File: src/rtl/iter_shift_unit.sv
// ----------------------------------------------------------------------------
// iter_shift_unit
//
// Multi-cycle shift/rotate unit for the EX stage. Operand A is shifted or
// rotated by B[4:0] positions, one bit position per RUN cycle (up to four
// per cycle when ITER_SHIFT_STEP4_EN is defined). The controller stalls the
// pipeline while busy is high; done pulses for one cycle when result is
// valid. result is registered and holds until the next completion.
//
// Build option:
//   ITER_SHIFT_STEP4_EN  - when defined, a RUN cycle with cnt>=4 applies four
//                          single-bit steps. Results are identical, only the
//                          number of busy cycles changes.
//
// Handshake: start is sampled only while busy=0 (state IDLE). A start taken
// on edge k with amount n>0 raises busy for the following cycles until the
// completion edge; done is high for the single cycle after that edge. A
// zero amount or an illegal op completes on edge k itself (busy stays 0).
// start while busy=1 is ignored. start in the same cycle as done is accepted.
//
// Ports:
//   clk          in   system clock, rising edge
//   reset        in   synchronous, active-high reset
//   start        in   request pulse
//   op           in   0 SLL, 1 SRL, 2 SRA, 3 ROL, 4 ROR, 5-7 illegal
//   A            in   operand to shift
//   B            in   shift amount source, only B[4:0] used
//   busy         out  high while an operation is iterating
//   done         out  one-cycle completion pulse
//   result       out  registered result
//   dbg_state_o  out  current FSM state (0 IDLE, 1 RUN), debug only
// ----------------------------------------------------------------------------
module iter_shift_unit #(
    parameter int WIDTH = 32
) (
    input  logic             clk,
    input  logic             reset,
    input  logic             start,
    input  logic [2:0]       op,
    input  logic [WIDTH-1:0] A,
    input  logic [WIDTH-1:0] B,
    output logic             busy,
    output logic             done,
    output logic [WIDTH-1:0] result,
    output logic             dbg_state_o
);

    localparam logic [2:0] OP_SLL = 3'd0;
    localparam logic [2:0] OP_SRL = 3'd1;
    localparam logic [2:0] OP_SRA = 3'd2;
    localparam logic [2:0] OP_ROL = 3'd3;
    localparam logic [2:0] OP_ROR = 3'd4;

    typedef enum logic {
        S_IDLE = 1'b0,
        S_RUN  = 1'b1
    } state_t;

    state_t           state_q, state_d;
    logic [2:0]       op_q, op_d;
    logic [WIDTH-1:0] acc_q, acc_d;
    logic [4:0]       cnt_q, cnt_d;
    logic [WIDTH-1:0] result_q, result_d;
    logic             done_q, done_d;

    // One RUN cycle's worth of work, computed from the current acc/cnt.
    logic [WIDTH-1:0] acc_step;
    logic [4:0]       cnt_step;

    // Upper shift-amount bits are intentionally ignored.
    logic unused_b_hi;
    assign unused_b_hi = ^B[WIDTH-1:5];

    // Single-bit step for a legal op; illegal ops never reach RUN.
    function automatic logic [WIDTH-1:0] step1(input logic [2:0] o,
                                               input logic [WIDTH-1:0] v);
        case (o)
            OP_SLL:  step1 = {v[WIDTH-2:0], 1'b0};
            OP_SRL:  step1 = {1'b0, v[WIDTH-1:1]};
            OP_SRA:  step1 = {v[WIDTH-1], v[WIDTH-1:1]};
            OP_ROL:  step1 = {v[WIDTH-2:0], v[WIDTH-1]};
            OP_ROR:  step1 = {v[0], v[WIDTH-1:1]};
            default: step1 = v;
        endcase
    endfunction

    // ------------------------------------------------------------------
    // State register
    // ------------------------------------------------------------------
    always_ff @(posedge clk) begin
        if (reset) begin
            state_q  <= S_IDLE;
            op_q     <= 3'd0;
            acc_q    <= '0;
            cnt_q    <= 5'd0;
            result_q <= '0;
            done_q   <= 1'b0;
        end else begin
            state_q  <= state_d;
            op_q     <= op_d;
            acc_q    <= acc_d;
            cnt_q    <= cnt_d;
            result_q <= result_d;
            done_q   <= done_d;
        end
    end

    // ------------------------------------------------------------------
    // Iteration datapath: one step, or four when enabled and cnt allows.
    // ------------------------------------------------------------------
    always_comb begin
        acc_step = step1(op_q, acc_q);
        cnt_step = cnt_q - 5'd1;
`ifdef ITER_SHIFT_STEP4_EN
        if (cnt_q >= 5'd4) begin
            acc_step = step1(op_q, step1(op_q, step1(op_q, step1(op_q, acc_q))));
            cnt_step = cnt_q - 5'd4;
        end
`endif
    end

    // ------------------------------------------------------------------
    // Next-state logic
    // ------------------------------------------------------------------
    always_comb begin
        state_d  = state_q;
        op_d     = op_q;
        acc_d    = acc_q;
        cnt_d    = cnt_q;
        result_d = result_q;
        done_d   = 1'b0;
        case (state_q)
            S_IDLE: begin
                if (start) begin
                    op_d  = op;
                    acc_d = A;
                    cnt_d = B[4:0];
                    // Nothing to iterate: complete immediately with A.
                    if (B[4:0] == 5'd0 || op > OP_ROR) begin
                        result_d = A;
                        done_d   = 1'b1;
                    end else begin
                        state_d = S_RUN;
                    end
                end
            end
            S_RUN: begin
                acc_d = acc_step;
                cnt_d = cnt_step;
                // Completion is the cycle whose step brings cnt to zero.
                if (cnt_step == 5'd0) begin
                    result_d = acc_step;
                    done_d   = 1'b1;
                    state_d  = S_IDLE;
                end
            end
            default: state_d = S_IDLE;
        endcase
    end

    // ------------------------------------------------------------------
    // Outputs
    // ------------------------------------------------------------------
    always_comb begin
        busy        = (state_q == S_RUN);
        done        = done_q;
        result      = result_q;
        dbg_state_o = state_q;
    end

endmodule
File: config.mk
export PLATFORM = sky130hd
export DESIGN_NAME = iter_shift_unit
export DESIGN_NICKNAME = d
export VERILOG_FILES = /design/src/rtl/iter_shift_unit.sv
export SDC_FILE = /design/constraint.sdc
export NUM_CORES = 1
export LEC_CHECK = 0
export BUFFER_PORTS_ARGS = -buffer_cell sky130_fd_sc_hd__buf_2
export CAP_MARGIN = 20
export CORE_MARGIN = 4
export CORE_UTILIZATION = 59
export CTS_CLUSTER_DIAMETER = 120
export DETAILED_ROUTE_END_ITERATION = 10
export GPL_TIMING_DRIVEN = 0
export MAX_ROUTING_LAYER = met4
export PLACE_DENSITY = 0.93
export SLEW_MARGIN = 20
export SYNTH_ARGS = -nofsm -noshare
export SYNTH_HDL_FRONTEND = slang
export SYNTH_SLANG_ARGS = --single-unit
File: constraint.sdc
create_clock -name clk -period 3.95 [get_ports clk]
set_input_delay 0.5925 -clock clk [delete_from_list [all_inputs] [get_ports clk]]
set_output_delay 0.5925 -clock clk [all_outputs]
set_load 0.01 [all_outputs]
==> results.toml, run 1 <==
[grt]
use_met3_pct = 3.64
grtUsageMet2_pct = 48.1
overflow = 0
grt_pass1_wl_um = 23300
track_usage_pct = 30.2
grt_pass1_vias = 4844
grt_antenna_before_repair = 0
grt_start_max_net_pins = 13
grtUsageMet1_pct = 38.1
busiest_layer = "met2"

[clock_tree]
cts_htree_levels = 3
cts_buffers = 9
cts_sinks = 74
clk_latency_ps = 370
postCtsSetupRepairBufs = 0
cts_buffer_depth = 2
clkTransAtPathRegs_ps = 90
cts_root_buffer = "clkbuf_8"
cts_tree = "built"
ctsHoldBuffers = 0
cts.repair.resized = 0

[synth]
synth-seq-cells = 74
synth_nets = 685
synth_enable_flop_cells = 0
synth_warnings = 0
synth_area_leaders = "dfxtp_1 (31%), nor2_1 (9.4%), o32ai_2 (6.8%), a211oi_1 (5.4%), a21oi_1 (4.8%)"
synthArstFlopShare_pct = 0
yosysTopAreaCell = "dfxtp_1"
netlist_area_um2 = 4750
ys_seq_area_share_pct = 31.2
synthFlopType = "dfxtp_1"
netlist_instances = 613
syn_area_per_cell_um2 = 7.75
yosysUniqueCellTypes = 51
yosysTopAreaCellShare_pct = 31.2

[min_path]
hold_class = "in2reg"
hold_path.startpoint = "op[0]"

[run_status]
status = "finished clean"

[setup_path]
cp_slowest_cell = "nor4bb_1"
r2r-start = "cnt_q[0]"
critPathLaunchType = "flip-flop"
crit_chain = "inv_1, ha_1, nor2b_1, nor4bb_1, a211o_2, buf_2, o21ai_0, nor2_1"
slowest_delay_ps = 430
worstSetupEndpointType = "flip-flop"
path_buf_inv = 2
arrival_ps = 2510
crit_path_max_fanout = 10
crit_family = "simple AND/OR/NAND/NOR gates"
required_ps = 4250
critical_path_class = "reg2reg"
crit_path_start = "cnt_q[0]"

[placement]
place_congestion = 0.943
place_ws_ps = 1710
placedCellCount = 790
io_buffers = 75
dp_hpwl_um = 10400

[power_and_ir_drop]
leakage_nw = 2.25
total_power_mw = 2.11
ir_drop_mv = 0.198
power.density_nw_per_um2 = 385

[sta]
tightest_slew_ps = 585
final-hold-violation-count = 0
drv_slew = 0
finClkSkew_ps = 11.9
fin_crit_sh_pct = 55.9
layout_setup_ws_ps = 1740
fin_setup_tns_ps = 0
setup_viol = 0
fmax_mhz = 453
min_period_ps = 2210
slew_headroom_pct = 61.0
rsz0062_at_grt = "no"

[die]
die_y_um = 97.7
die_area_um2 = 9550
core-area_um2 = 7770
start_util_pct = 61.2
std_cell_rows = 32
io_pins = 105
fp.dieW_um = 97.7

[final_layout]
fillers = 619
syn_to_final_growth_pct = 15.2
antennaDiodeCount = 0
nets = 771
finalNonFillerCells = 806
drive_gt1_share_pct = 24.6

[detailed_routing]
drtPass1Iterations = 6
wire_per_inst_um = 17.9
post_drt_via_cell_ratio = 6.36
drt_iter0_drc = 588
antenna_left = 0
wirelength_um = 14400
vias = 5125
drcViolationCount = 0

[flow_run]
max-cap-violations = 0
[Yosys cell counts, types with 6 or more instances]
cell	count
nor3_1	31
clkbuf_1	20
nand2_1	18
buf_4	11
nor2_1	119
nand2b_1	27
inv_1	36
buf_6	9
a211oi_1	34
o32ai_1	6
o221ai_1	26
a21oi_1	46
o32ai_2	20
o21ai_0	42
or3b_1	12
buf_2	18
or3b_2	14
dfxtp_1	74
[worst paths after layout]
check / end / slack (ps) / cells past startpoint
worst min-delay path: op_q[0] / 460 / 3
worst max register to register: result[13] / 1740 / 8
worst min register to register: result[31] / 470 / 2
worst max-delay path: result[13] / 1740 / 8
[worst min-delay path, cell delays in order]
cell	delay [ps]
buf_2	100
nand2_1	50
a21oi_1	50
[registers in the layout (all words and copies together), names as in the netlist]
register,count
cnt_q,5
done,1
result,32
busy,1
op_q,3
acc_q,32
[per-stage QoR]
| step | hold WS [ps] | utilization (%) | instance area [µm²] |
|---|---|---|---|
| after CTS | 468 | 70.5 | 5470 |
| after global placement | 439 | 67.7 | 5260 |
| after floorplan | 463 | - | 4750 |
| after detailed placement | 455 | 67.7 | 5260 |
| after global routing | 476 | 70.5 | 5470 |
| final | 464 | 70.5 | 5470 |
[cells by family (layout without fill, tap and decap cells)]
family                     count (synthesis)  in the layout  share of synthesized area, %
xor gates and xnor gates                   1              1                         0.342
buffers and inverters                     99            190                          10.7
DFF                                       74             74                          31.2
adders and majority gates                  2              2                         0.527
AOI/OAI and AO/OA                        199            199                          32.0
and+or+nand+nor                          236            236                          24.9
muxes                                      2              2                         0.421
[metal layers]
metal	part of all wire (%)	routed length, µm
met4	3.2	458
met3	8.8	1270
met2	48	6880
met5	0	0
met1	40	5830
[where the power goes]
part | switching, mW | leakage [nW] | internal [mW]
Combinational | 0.322 | 1.53 | 0.229
Sequential | 0.0731 | 0.611 | 0.813
Clock | 0.297 | 0.109 | 0.371
Total | 0.692 | 2.25 | 1.41
[area by class of cell]
cell class | instances | area (µm²) | share of cell area (%)
clock buffers | 11 | 141 | 2.58
flip-flops and latches | 74 | 1480 | 27.1
multi-input cells | 440 | 2760 | 50.5
inverters | 36 | 135 | 2.47
plain buffers | 63 | 372 | 6.79
repair buffers | 75 | 375 | 6.86
well taps | 102 | 128 | 2.33
clock inverters | 5 | 77.6 | 1.42
[cells in the final DEF (no fill, tap or decap), types with 9 or more instances in the layout]
cell	Yosys	routed
nor2_1	119	119
buf_2	18	93
dfxtp_1	74	74
a21oi_1	46	46
o21ai_0	42	42
inv_1	36	36
a211oi_1	34	34
nor3_1	31	31
nand2b_1	27	27
o221ai_1	26	26
clkbuf_1	20	21
o32ai_2	20	20
nand2_1	18	18
or3b_2	14	14
or3b_1	12	12
buf_4	11	11
clkbuf_8	0	10
buf_6	9	9
Note: power is estimated with default switching activity, not from simulation.
==> run 2, diff against run 1 <==
Settings changed: CORE_UTILIZATION 59 to 55, PLACE_DENSITY 0.93 to 0.88.
Clock period 3.95 ns to 2.3 ns, I/O delays scaled along.
==> run 2 against run 1 <==
Compared with the run above: setup slack worse by 1600 ps; count of clock-buffer cells in the layout rose by 1; largest cell class unchanged; via count increased by 0.12%; critical path depth stayed put; fmax rose by 3.3%; non-clock buffer count unchanged; utilization down 3.8 points; cell count is 0.37% higher; critical path type unchanged; sequential power is 72% higher; highest routed layer unchanged; clock skew decreased by 2.8 ps.
==> results.toml, run 2 (same netlist as run 1, synthesis figures left out) <==
[clock_tree]
postCtsSetupRepairBufs = 0
cts_root_buffer = "clkbuf_8"
cts_tree = "built"
cts_buffers = 9
cts_sinks = 74
cts_buffer_depth = 2
ctsHoldBuffers = 0
cts_htree_levels = 3
cts.repair.resized = 0
clkTransAtPathRegs_ps = 80
clk_latency_ps = 360

[setup_path]
critPathLaunchType = "flip-flop"
regToRegSetupSlack_ps = 160
critical_path_class = "reg2reg"
required_ps = 2560
crit_path_start = "cnt_q[0]"
r2r_cells = 8
crit_path_max_fanout = 10
worstSetupEndpointType = "flip-flop"
r2r-start = "cnt_q[0]"
arrival_ps = 2400

[final_layout]
multiInputGateArea_um2 = 2790
final_util_pct = 66.7
final_common_cell = "nor2_1"
finalNonFillerCells = 809
seq_area_um2 = 1480
nets = 771
drive_gt1_share_pct = 25.0
fillers = 707
final_cell_mix = "nor2_1 (119), buf_2 (93), dfxtp_1 (74)"
syn_to_final_growth_pct = 16.5
antennaDiodeCount = 0

[power_and_ir_drop]
leakage_nw = 2.27
ir_drop_mv = 0.390
power.density_nw_per_um2 = 680
total_power_mw = 3.77

[detailed_routing]
wirelength_um = 14700
drcViolationCount = 0
wire_per_inst_um = 18.1
drtPass1Iterations = 8
vias = 5131
post_drt_via_cell_ratio = 6.34
antenna_left = 0
drt_iter0_drc = 515

[sta]
tightest_slew_ps = 574
slew_headroom_pct = 61.5
final-hold-violation-count = 0
layout_setup_ws_ps = 164
setup_viol = 0
drv_slew = 0
min_period_ps = 2140
fmax_mhz = 468
finClkSkew_ps = 9.09
fin_crit_sh_pct = 92.9

[placement]
place_ws_ps = 81.4
io_buffers = 75
dp_hpwl_um = 10200
place_congestion = 0.946
placedCellCount = 793

[die]
std_cell_rows = 33
fp.dieW_um = 101
die_area_um2 = 10200
die_y_um = 101
io_pins = 105
start_util_pct = 57.3
core-area_um2 = 8300

[grt]
grt_antenna_before_repair = 0
overflow = 0
grt_pass1_vias = 4735
grt_start_max_net_pins = 13
track_usage_pct = 29.1
grt_pass1_wl_um = 23000

[run_status]
status = "finished clean"

[min_path]
hold_class = "in2reg"
hold_depth = 3
hold_path.startpoint = "op[0]"

[flow_run]
max-cap-violations = 0
[run 2: changes by cell type in the layout (fill, tap and decap cells not counted), sizes merged]
cell	previous run	this run
clkinv	2	0
bufinv	2	3
clkbuf	34	35
[run 2: through the flow]
step / TNS (ps) / hold WS [ps] / area (µm²)
CTS: 0 / 233 / 5510
detailed placement: 0 / 451 / 5260
finish: 0 / 235 / 5530
global placement: 0 / 437 / 5260
global route: -16.3 / 254 / 5530
floorplan: 0 / 463 / 4750
[run 2: layout make-up]
cell class              count  area share (%)
plain buffers              63            6.74
clock buffers              12            2.80
clock inverters             4            1.76
inverters                  36            2.44
multi-input cells         440            50.3
flip-flops and latches     74            26.8
well taps                 105            2.37
repair buffers             75            6.78
[run 2: final timing paths]
kind	to
worst max register to register	result[0]
worst max-delay path	result[0]
worst min-delay path	op_q[0]
worst min register to register	result[31]
[run 2: report_power, final]
group	internal, mW	leakage (nW)	total (mW)	switching (mW)
sequential	1.40	0.611	1.52	0.124
combinational	0.397	1.54	0.953	0.556
clock	0.781	0.123	1.29	0.511
total	2.57	2.27	3.77	1.19
[run 2: worst max-delay path, stage by stage (launching register included)]
cell	delay (ps)
dfxtp_1	410
inv_1	100
ha_1	260
nor2b_1	180
nor4bb_4	170
a211oi_1	320
buf_2	320
nor2_1	80
a32o_1	220
[run 2: layer usage]
| metal | vias up | GRT usage [%] | share of wire [%] |
|---|---|---|---|
| met2 | 306 | 44.9 | 46 |
| li1 | 2387 | - | - |
| met1 | 2370 | 36.5 | 41 |
| met5 | - | - | 0 |
| met4 | 0 | 14.6 | 3.5 |
| met3 | 68 | 5.33 | 9.8 |
